## src/rtl/serializer_pkg.sv

```systemverilog
// Shared types and constants for the 8:1 serializer.
// SERIALIZER_8_TO_1_PARITY_EN adds a trailing even-parity beat.
package serializer_pkg;

  localparam int WORD_W = 8;
  localparam int SEL_W  = 3;

`ifdef SERIALIZER_8_TO_1_PARITY_EN
  typedef enum logic [1:0] {
    IDLE   = 2'd0,
    SHIFT  = 2'd1,
    PARITY = 2'd2
  } ser_state_t;
`else
  typedef enum logic {
    IDLE  = 1'b0,
    SHIFT = 1'b1
  } ser_state_t;
`endif

  function automatic logic [SEL_W-1:0] sel_start(input bit msb_first);
    return msb_first ? SEL_W'(WORD_W - 1) : '0;
  endfunction

  function automatic logic [SEL_W-1:0] sel_end(input bit msb_first);
    return msb_first ? '0 : SEL_W'(WORD_W - 1);
  endfunction

endpackage

```

## src/rtl/mux_8_to_1.sv

```systemverilog
// Plain 8:1 bit multiplexer.
// Purely combinational; the serializer drives its select.
module mux_8_to_1
  import serializer_pkg::*;
(
  input  logic [WORD_W-1:0] in,
  input  logic [SEL_W-1:0]  sel,
  output logic              out
);

  assign out = in[sel];

endmodule

```

## src/rtl/serializer_8_to_1.sv

```systemverilog
// Valid/ready 8-bit parallel-to-serial stage wrapping mux_8_to_1.
// SERIALIZER_8_TO_1_PARITY_EN appends an even-parity beat per word.
module serializer_8_to_1
  import serializer_pkg::*;
#(
  parameter bit MSB_FIRST = 1'b0,
  parameter bit IDLE_OUT  = 1'b0
) (
  input  logic              clk,
  input  logic              rst,
  input  logic [WORD_W-1:0] in_data,
  input  logic              in_valid,
  output logic              in_ready,
  output logic [SEL_W-1:0]  sel,
  output logic              out,
  output logic              out_valid,
  input  logic              out_ready,
  output logic              out_last,
  output logic              busy
);

  localparam logic [SEL_W-1:0] SEL_START = sel_start(MSB_FIRST);
  localparam logic [SEL_W-1:0] SEL_END   = sel_end(MSB_FIRST);

  ser_state_t        state_q, state_d;
  logic [WORD_W-1:0] data_q, data_d;
  logic [SEL_W-1:0]  sel_q, sel_d;
  logic              out_valid_q, out_valid_d;
  logic              out_last_q, out_last_d;

  logic              mux_bit;
  logic              out_bit;
  logic              accept;
  logic              load;
  logic [SEL_W-1:0]  sel_step;

  mux_8_to_1 u_mux (
    .in  (data_q),
    .sel (sel_q),
    .out (mux_bit)
  );

  assign accept   = out_valid_q && out_ready;
  assign in_ready = !rst &&
                    ((state_q == IDLE) || (out_last_q && accept));
  assign load     = in_valid && in_ready;
  assign sel_step = MSB_FIRST ? sel_q - SEL_W'(1)
                              : sel_q + SEL_W'(1);

  always_comb begin
    state_d     = state_q;
    data_d      = data_q;
    sel_d       = sel_q;
    out_valid_d = out_valid_q;
    out_last_d  = out_last_q;
    if (load) begin
      state_d     = SHIFT;
      data_d      = in_data;
      sel_d       = SEL_START;
      out_valid_d = 1'b1;
      out_last_d  = 1'b0;
    end else begin
      unique case (state_q)
        IDLE: ;
        SHIFT: begin
          if (accept) begin
            if (sel_q == SEL_END) begin
`ifdef SERIALIZER_8_TO_1_PARITY_EN
              state_d    = PARITY;
              out_last_d = 1'b1;
`else
              state_d     = IDLE;
              out_valid_d = 1'b0;
              out_last_d  = 1'b0;
`endif
            end else begin
              sel_d = sel_step;
`ifndef SERIALIZER_8_TO_1_PARITY_EN
              out_last_d = (sel_step == SEL_END);
`endif
            end
          end
        end
`ifdef SERIALIZER_8_TO_1_PARITY_EN
        PARITY: begin
          if (accept) begin
            state_d     = IDLE;
            out_valid_d = 1'b0;
            out_last_d  = 1'b0;
          end
        end
`endif
        default: state_d = IDLE;
      endcase
    end
  end

  always_ff @(posedge clk or posedge rst) begin
    if (rst) begin
      state_q     <= IDLE;
      data_q      <= '0;
      sel_q       <= SEL_START;
      out_valid_q <= 1'b0;
      out_last_q  <= 1'b0;
    end else begin
      state_q     <= state_d;
      data_q      <= data_d;
      sel_q       <= sel_d;
      out_valid_q <= out_valid_d;
      out_last_q  <= out_last_d;
    end
  end

`ifdef SERIALIZER_8_TO_1_PARITY_EN
  assign out_bit = (state_q == PARITY) ? ^data_q : mux_bit;
`else
  assign out_bit = mux_bit;
`endif

  assign out       = out_valid_q ? out_bit : IDLE_OUT;
  assign sel       = sel_q;
  assign out_valid = out_valid_q;
  assign out_last  = out_last_q;
  assign busy      = (state_q != IDLE);

endmodule

```

## config.mk

```make
export PLATFORM = sky130hd
export DESIGN_NAME = serializer_8_to_1
export DESIGN_NICKNAME = d
export VERILOG_FILES = /design/src/rtl/serializer_pkg.sv /design/src/rtl/mux_8_to_1.sv /design/src/rtl/serializer_8_to_1.sv
export SDC_FILE = /design/constraint.sdc
export NUM_CORES = 1
export LEC_CHECK = 0
export ABC_AREA = 1
export BUFFER_PORTS_ARGS = -buffer_cell sky130_fd_sc_hd__buf_4
export CORE_MARGIN = 5
export CORE_UTILIZATION = 53
export CTS_CLUSTER_DIAMETER = 30
export DETAILED_ROUTE_END_ITERATION = 16
export PLACE_DENSITY = 0.8
export SLEW_MARGIN = 10
export SYNTH_ARGS = -nofsm -noshare
export SYNTH_HDL_FRONTEND = slang
export SYNTH_SLANG_ARGS = --single-unit
```

## constraint.sdc

```tcl
create_clock -name clk -period 2.4 [get_ports clk]
set_input_delay 0 -clock clk [delete_from_list [all_inputs] [get_ports clk]]
set_output_delay 0 -clock clk [all_outputs]
set_load 0.05 [all_outputs]
```

### Word level (Yosys, flattened, before mapping)

Cells that the tools add are included.

| storage, ports and cells | value |
|---|---|
| logic and storage cells | 42 |
| output and inout bits | 8 |
| register bits after elaboration | 14 |
| input port bits | 12 |

| cells by class | value |
|---|---|
| multiplexer cells | 19 |
| $add $sub $neg | 1 |
| reduce and logical (&&, ||, !) cells | 12 |
| equality and inequality tests | 3 |
| bitwise operators | 1 |
| magnitude comparators | 1 |

Operators with widths:

| kind | number |
|---|---|
| two-way mux 1 bit | 14 |
| two-way mux 3 bit | 4 |
| equality test 3 bit, second input constant | 2 |
| AND reduction 3 bit | 2 |
| nonzero test 2 bit | 3 |
| logical AND 1 bit | 4 |
| < comparator 3 x 4 -> 1 bit, second input constant | 1 |
| adder 3 x 1 -> 3 bit, second input constant | 1 |
| binary-select mux 1 bit (select 3 bit) | 1 |
| != test 2 bit, second input constant | 1 |
| AND reduction 2 bit | 1 |
| zero test 1 bit | 1 |
| logical OR 1 bit | 1 |
| NOT 1 bit | 1 |

### Longest topological paths before layout

| depth | value |
|---|---|
| depth in word-level cells | 7 |
| mapped depth | 8 |
| mapped depth without buffers | 8 |

### Cells and area by module

From an unflattened synthesis, not the netlist that was laid out.

| second synthesis, totals | value |
|---|---|
| cell total of the unflattened synthesis | 102 |
| area, all modules | 799.5 µm² |

By module, submodules not included:

| module | cells each | instances | area an instance (µm²) | sequential area each (µm²) |
|---|---|---|---|---|
| serializer_8_to_1 | 74 | 1 | 689.4 | 350.3 |
| mux_8_to_1 | 28 | 1 | 110.1 | 0.0 |

### Worst setup path before layout

No wires, ideal clock.

| timing path | value |
|---|---|
| kind | reg-to-output |
| from | register sel_q[0] (netlist: sel[0]) |
| to | output port out |
| arrival | 1863 ps |
| required time | 2400 ps |
| slack | 537 ps |
| stages on the path, launching flop included | 7 |
| path buffers | 0 |
| cell sequence | dfrtp_1 -> inv_1 -> nand2_1 -> nand3_1 -> nand3_1 -> nand2_1 -> nor2_1 |

| on the way | value |
|---|---|
| longest elaborated chain between the ends | 3 |

Ends and longest elaborated chain:

| element | line | source |
|---|---|---|
| start, declared | serializer_8_to_1.sv:27 | `logic [SEL_W-1:0] sel_q, sel_d;` |
| start signal, assigned | serializer_8_to_1.sv:108 | `sel_q <= sel_d;` |
| binary-select mux 1 bit (select 3 bit) | mux_8_to_1.sv:11 | `assign out = in[sel];` |
| two-way mux 1 bit (implied by the code) | mux_8_to_1.sv:11 |  |
| two-way mux 1 bit | serializer_8_to_1.sv:120 | `assign out = out_valid_q ? out_bit : IDLE_OUT;` |
| end, declared | serializer_8_to_1.sv:15 | `output logic out,` |

Every way passes these cells. The select of a mux whose other input is x is not followed.

### Worst setup path in the final report

| timing path | value |
|---|---|
| from | input port rst |
| to | output port in_ready |

| on the way | value |
|---|---|
| longest elaborated chain between the ends | 2 |

Ends and longest elaborated chain:

| element | line | source |
|---|---|---|
| start, declared | serializer_8_to_1.sv:10 | `input logic rst,` |
| zero test 1 bit (no line) | n/a |  |
| logical AND 1 bit | serializer_8_to_1.sv:44 | `assign in_ready = !rst &&` |
| end, declared | serializer_8_to_1.sv:13 | `output logic in_ready,` |

Every way passes these cells.

==> results.sh <==
export IMPL_nets=148
export IMPL_synth_top_cell_by_area="sky130_fd_sc_hd__dfrtp_1"
export IMPL_detail_route_iter0_violations=25
export IMPL_die_h_um=47.4
export IMPL_power_density_mw_per_mm2=1320
export IMPL_path_class="in -> out"
export IMPL_hold_removal_path_class="in -> reg"
export IMPL_drv_cap=0
export IMPL_rsz0062_at_grt="no"
export IMPL_syn_inst=101
export IMPL_number_of_antenna_violations_at_the_first_check_in_global_routing=0
export IMPL_drt_first_pass_iters=4
export IMPL_totalPowerFinal_mw=1.32
export IMPL_inserted_clock_buffers=3
export IMPL_clk_latency_worst_skew_pair_ps=280
export IMPL_grt_pass1_vias=728
export IMPL_synth_yosys_warnings=0
export IMPL_synthesis_area_um2=742
export IMPL_total_leakage_power_nw=0.580
export IMPL_seq_total_area_yosys=0.472
export IMPL_critPathCaptureType="output port"
export IMPL_wire_per_inst_um=12.4
export IMPL_cts_post_setup_buffers_inserted=0
export IMPL_route_final_wire_length_mm=1.82
export IMPL_cts_tree="built"
export IMPL_port_buffers=19
export IMPL_synth_top_area_frac=0.472
export IMPL_dp_final_hpwl_mm=1.17
export IMPL_detailroute_via_count=721
export IMPL_drive_above_1_share=0.198
export IMPL_cp_data_arrival_time_ps=1550
export IMPL_h_tree_depth=1
export IMPL_grt_overflow_total=0
export IMPL_outcome="finished clean"
export IMPL_wire_length_of_the_first_global_routing_pass_mm=3.10
export IMPL_grt_max_degree=16
export IMPL_synthToLayoutAreaGrowth_pct=35.4
export IMPL_synth_ff_latch_count=14
export IMPL_cts_sink_count=14
export IMPL_vdd_drop_max_mv=0.761
export IMPL_crit_required_ps=2400
export IMPL_timing_fmax_mhz=645
export IMPL_worst_path_max_fanout=15
export IMPL_dieWidth_um=47.4
export IMPL_antenna_cells_inserted=0
export IMPL_clock_buffer_depth=2
export IMPL_floorplan_die_area_mm2=0.00225
export IMPL_postLayoutCellArea_mm2=0.00100
export IMPL_report_final_setup_viol=0
export IMPL_period_share=0.646
export IMPL_synth_top_cells_by_area="sky130_fd_sc_hd__dfrtp_1 (47%), sky130_fd_sc_hd__nand2_1 (23%), sky130_fd_sc_hd__inv_1 (7.6%)"
export IMPL_row_count=13
export IMPL_critical_path_source_type="input port"
export IMPL_finalWorstPathRequiredPeriod_ps=1550
export IMPL_timing_max_slew_rel_slack=0.614
export IMPL_clock_tree_root_cell="sky130_fd_sc_hd__clkbuf_4"
export IMPL_cts_repair_resized=0
export IMPL_drc_errors=0
export IMPL_worstMarginPinSlew_ps=578
export IMPL_postSynthNetCount=116
export IMPL_placedInstanceArea_um2=892
export IMPL_route_antenna_remaining_nets=0
export IMPL_routed_via_density=4.94
export IMPL_grt_util_all_layers=0.202
export IMPL_clkSlewWorstSetupHoldPaths_ps=80
export IMPL_floorplan_io_pins=20
export IMPL_timing_final_hold_violations=0
export IMPL_synthesis_area_per_instance_um2=7.35
export IMPL_finalSetupTns_ps=0
export IMPL_core_region_area_mm2=0.00132
export IMPL_floorplan_initialDensity=0.563
export IMPL_place_gp_congestion=0.847
export IMPL_timing_clock_skew_ps=3.51
export IMPL_slew_violations=0
export IMPL_netlist_cell_type_count=14
==> synth_stat cells <==
cell / n
sky130_fd_sc_hd__nor2_4: 1
sky130_fd_sc_hd__nand2_1: 45
sky130_fd_sc_hd__buf_6: 1
sky130_fd_sc_hd__o21ai_0: 2
sky130_fd_sc_hd__inv_2: 1
sky130_fd_sc_hd__nand3_1: 9
sky130_fd_sc_hd__nor2_1: 5
sky130_fd_sc_hd__nor3_1: 1
sky130_fd_sc_hd__nand2_2: 2
sky130_fd_sc_hd__ha_1: 3
sky130_fd_sc_hd__dfrtp_1: 14
sky130_fd_sc_hd__a21oi_1: 1
sky130_fd_sc_hd__inv_1: 15
sky130_fd_sc_hd__nand4_1: 1
==> report_power, final <==
group	internal [mW]	switching (mW)	total [mW]
Combinational	0.245	0.499	0.743
Sequential	0.342	0.106	0.449
Clock	0.0583	0.0737	0.132
==> per-stage QoR <==
step | hold WS (ps) | utilization | setup slack [ps] | std cells
after floorplan | -95.2 | - | 537 | 101
after global placement | 86.8 | 0.677 | 992 | 134
after detailed placement | 91.1 | 0.677 | 919 | 134
after CTS | 37.0 | 0.763 | 812 | 146
after global routing | 53.0 | 0.763 | 715 | 146
final | 35.8 | 0.763 | 849 | 146
==> registers in the layout, indices dropped and copies added, names as in the netlist <==
register   flops
data_q         8
out_last       1
busy           1
sel            3
out_valid      1
==> cells in the final DEF (no fill, tap or decap) <==
master and instances:
sky130_fd_sc_hd__nor2_1 5, sky130_fd_sc_hd__a21oi_1 1, sky130_fd_sc_hd__ha_1 3, sky130_fd_sc_hd__nand3_1 9
sky130_fd_sc_hd__dlygate4sd3_1 9, sky130_fd_sc_hd__clkbuf_4 3, sky130_fd_sc_hd__nand2_1 45, sky130_fd_sc_hd__nand4_1 1
sky130_fd_sc_hd__buf_4 19, sky130_fd_sc_hd__dfrtp_1 14, sky130_fd_sc_hd__inv_2 1, sky130_fd_sc_hd__nor2_4 1
sky130_fd_sc_hd__nand2_2 2, sky130_fd_sc_hd__nor3_1 1, sky130_fd_sc_hd__o21ai_0 2, sky130_fd_sc_hd__inv_1 15
==> cells by family after synthesis <==
family | count (synthesis) | synth area share
and+or+nand+nor | 64 | 0.361
buffers and inverters | 17 | 0.0961
DFF | 14 | 0.472
AOI/OAI and AO/OA | 3 | 0.0202
adders and majority gates | 3 | 0.0506
==> critical path, stage by stage <==
cell and delay [ps]:
sky130_fd_sc_hd__dlygate4sd3_1 550, sky130_fd_sc_hd__buf_4 130, sky130_fd_sc_hd__inv_1 420, sky130_fd_sc_hd__nand2_2 160, sky130_fd_sc_hd__inv_2 90, sky130_fd_sc_hd__buf_4 190
==> what timing repair did <==
item | CTS | global route
endpoints found under the hold margin | 22 | 0
endpoints found under the setup margin | 0 | 0
hold buffers | 9 | 0
==> layout make-up <==
cell class	count	area [µm²]
clock buffer	3	22.5
timing repair buffer	28	233
sequential	14	350
tap	15	18.8
multi-input combinational	70	320
fill	98	313
inverter	16	60.1
==> layer usage <==
metal	track usage	share of wire	vias up
li1	-	-	366
met1	0.216	0.39	324
met2	0.358	0.52	24
met3	0.0489	0.066	7
met4	0.116	0.026	0
met5	0	0	-
==> path summary, 6_finish.rpt <==
kind                       startpoint        end  slack (ps)  cells past startpoint
setup reg to reg               sel[0]     sel[1]         870                      7
setup / recovery                  rst   in_ready         850                      6
hold reg to reg             data_q[0]  data_q[0]         480                      2
max in group asynchronous         rst  data_q[3]        1670                      3
min in group asynchronous         rst  data_q[6]         350                      3
hold / removal              out_ready       busy          40                      4
(Power assumes the default switching activity.)
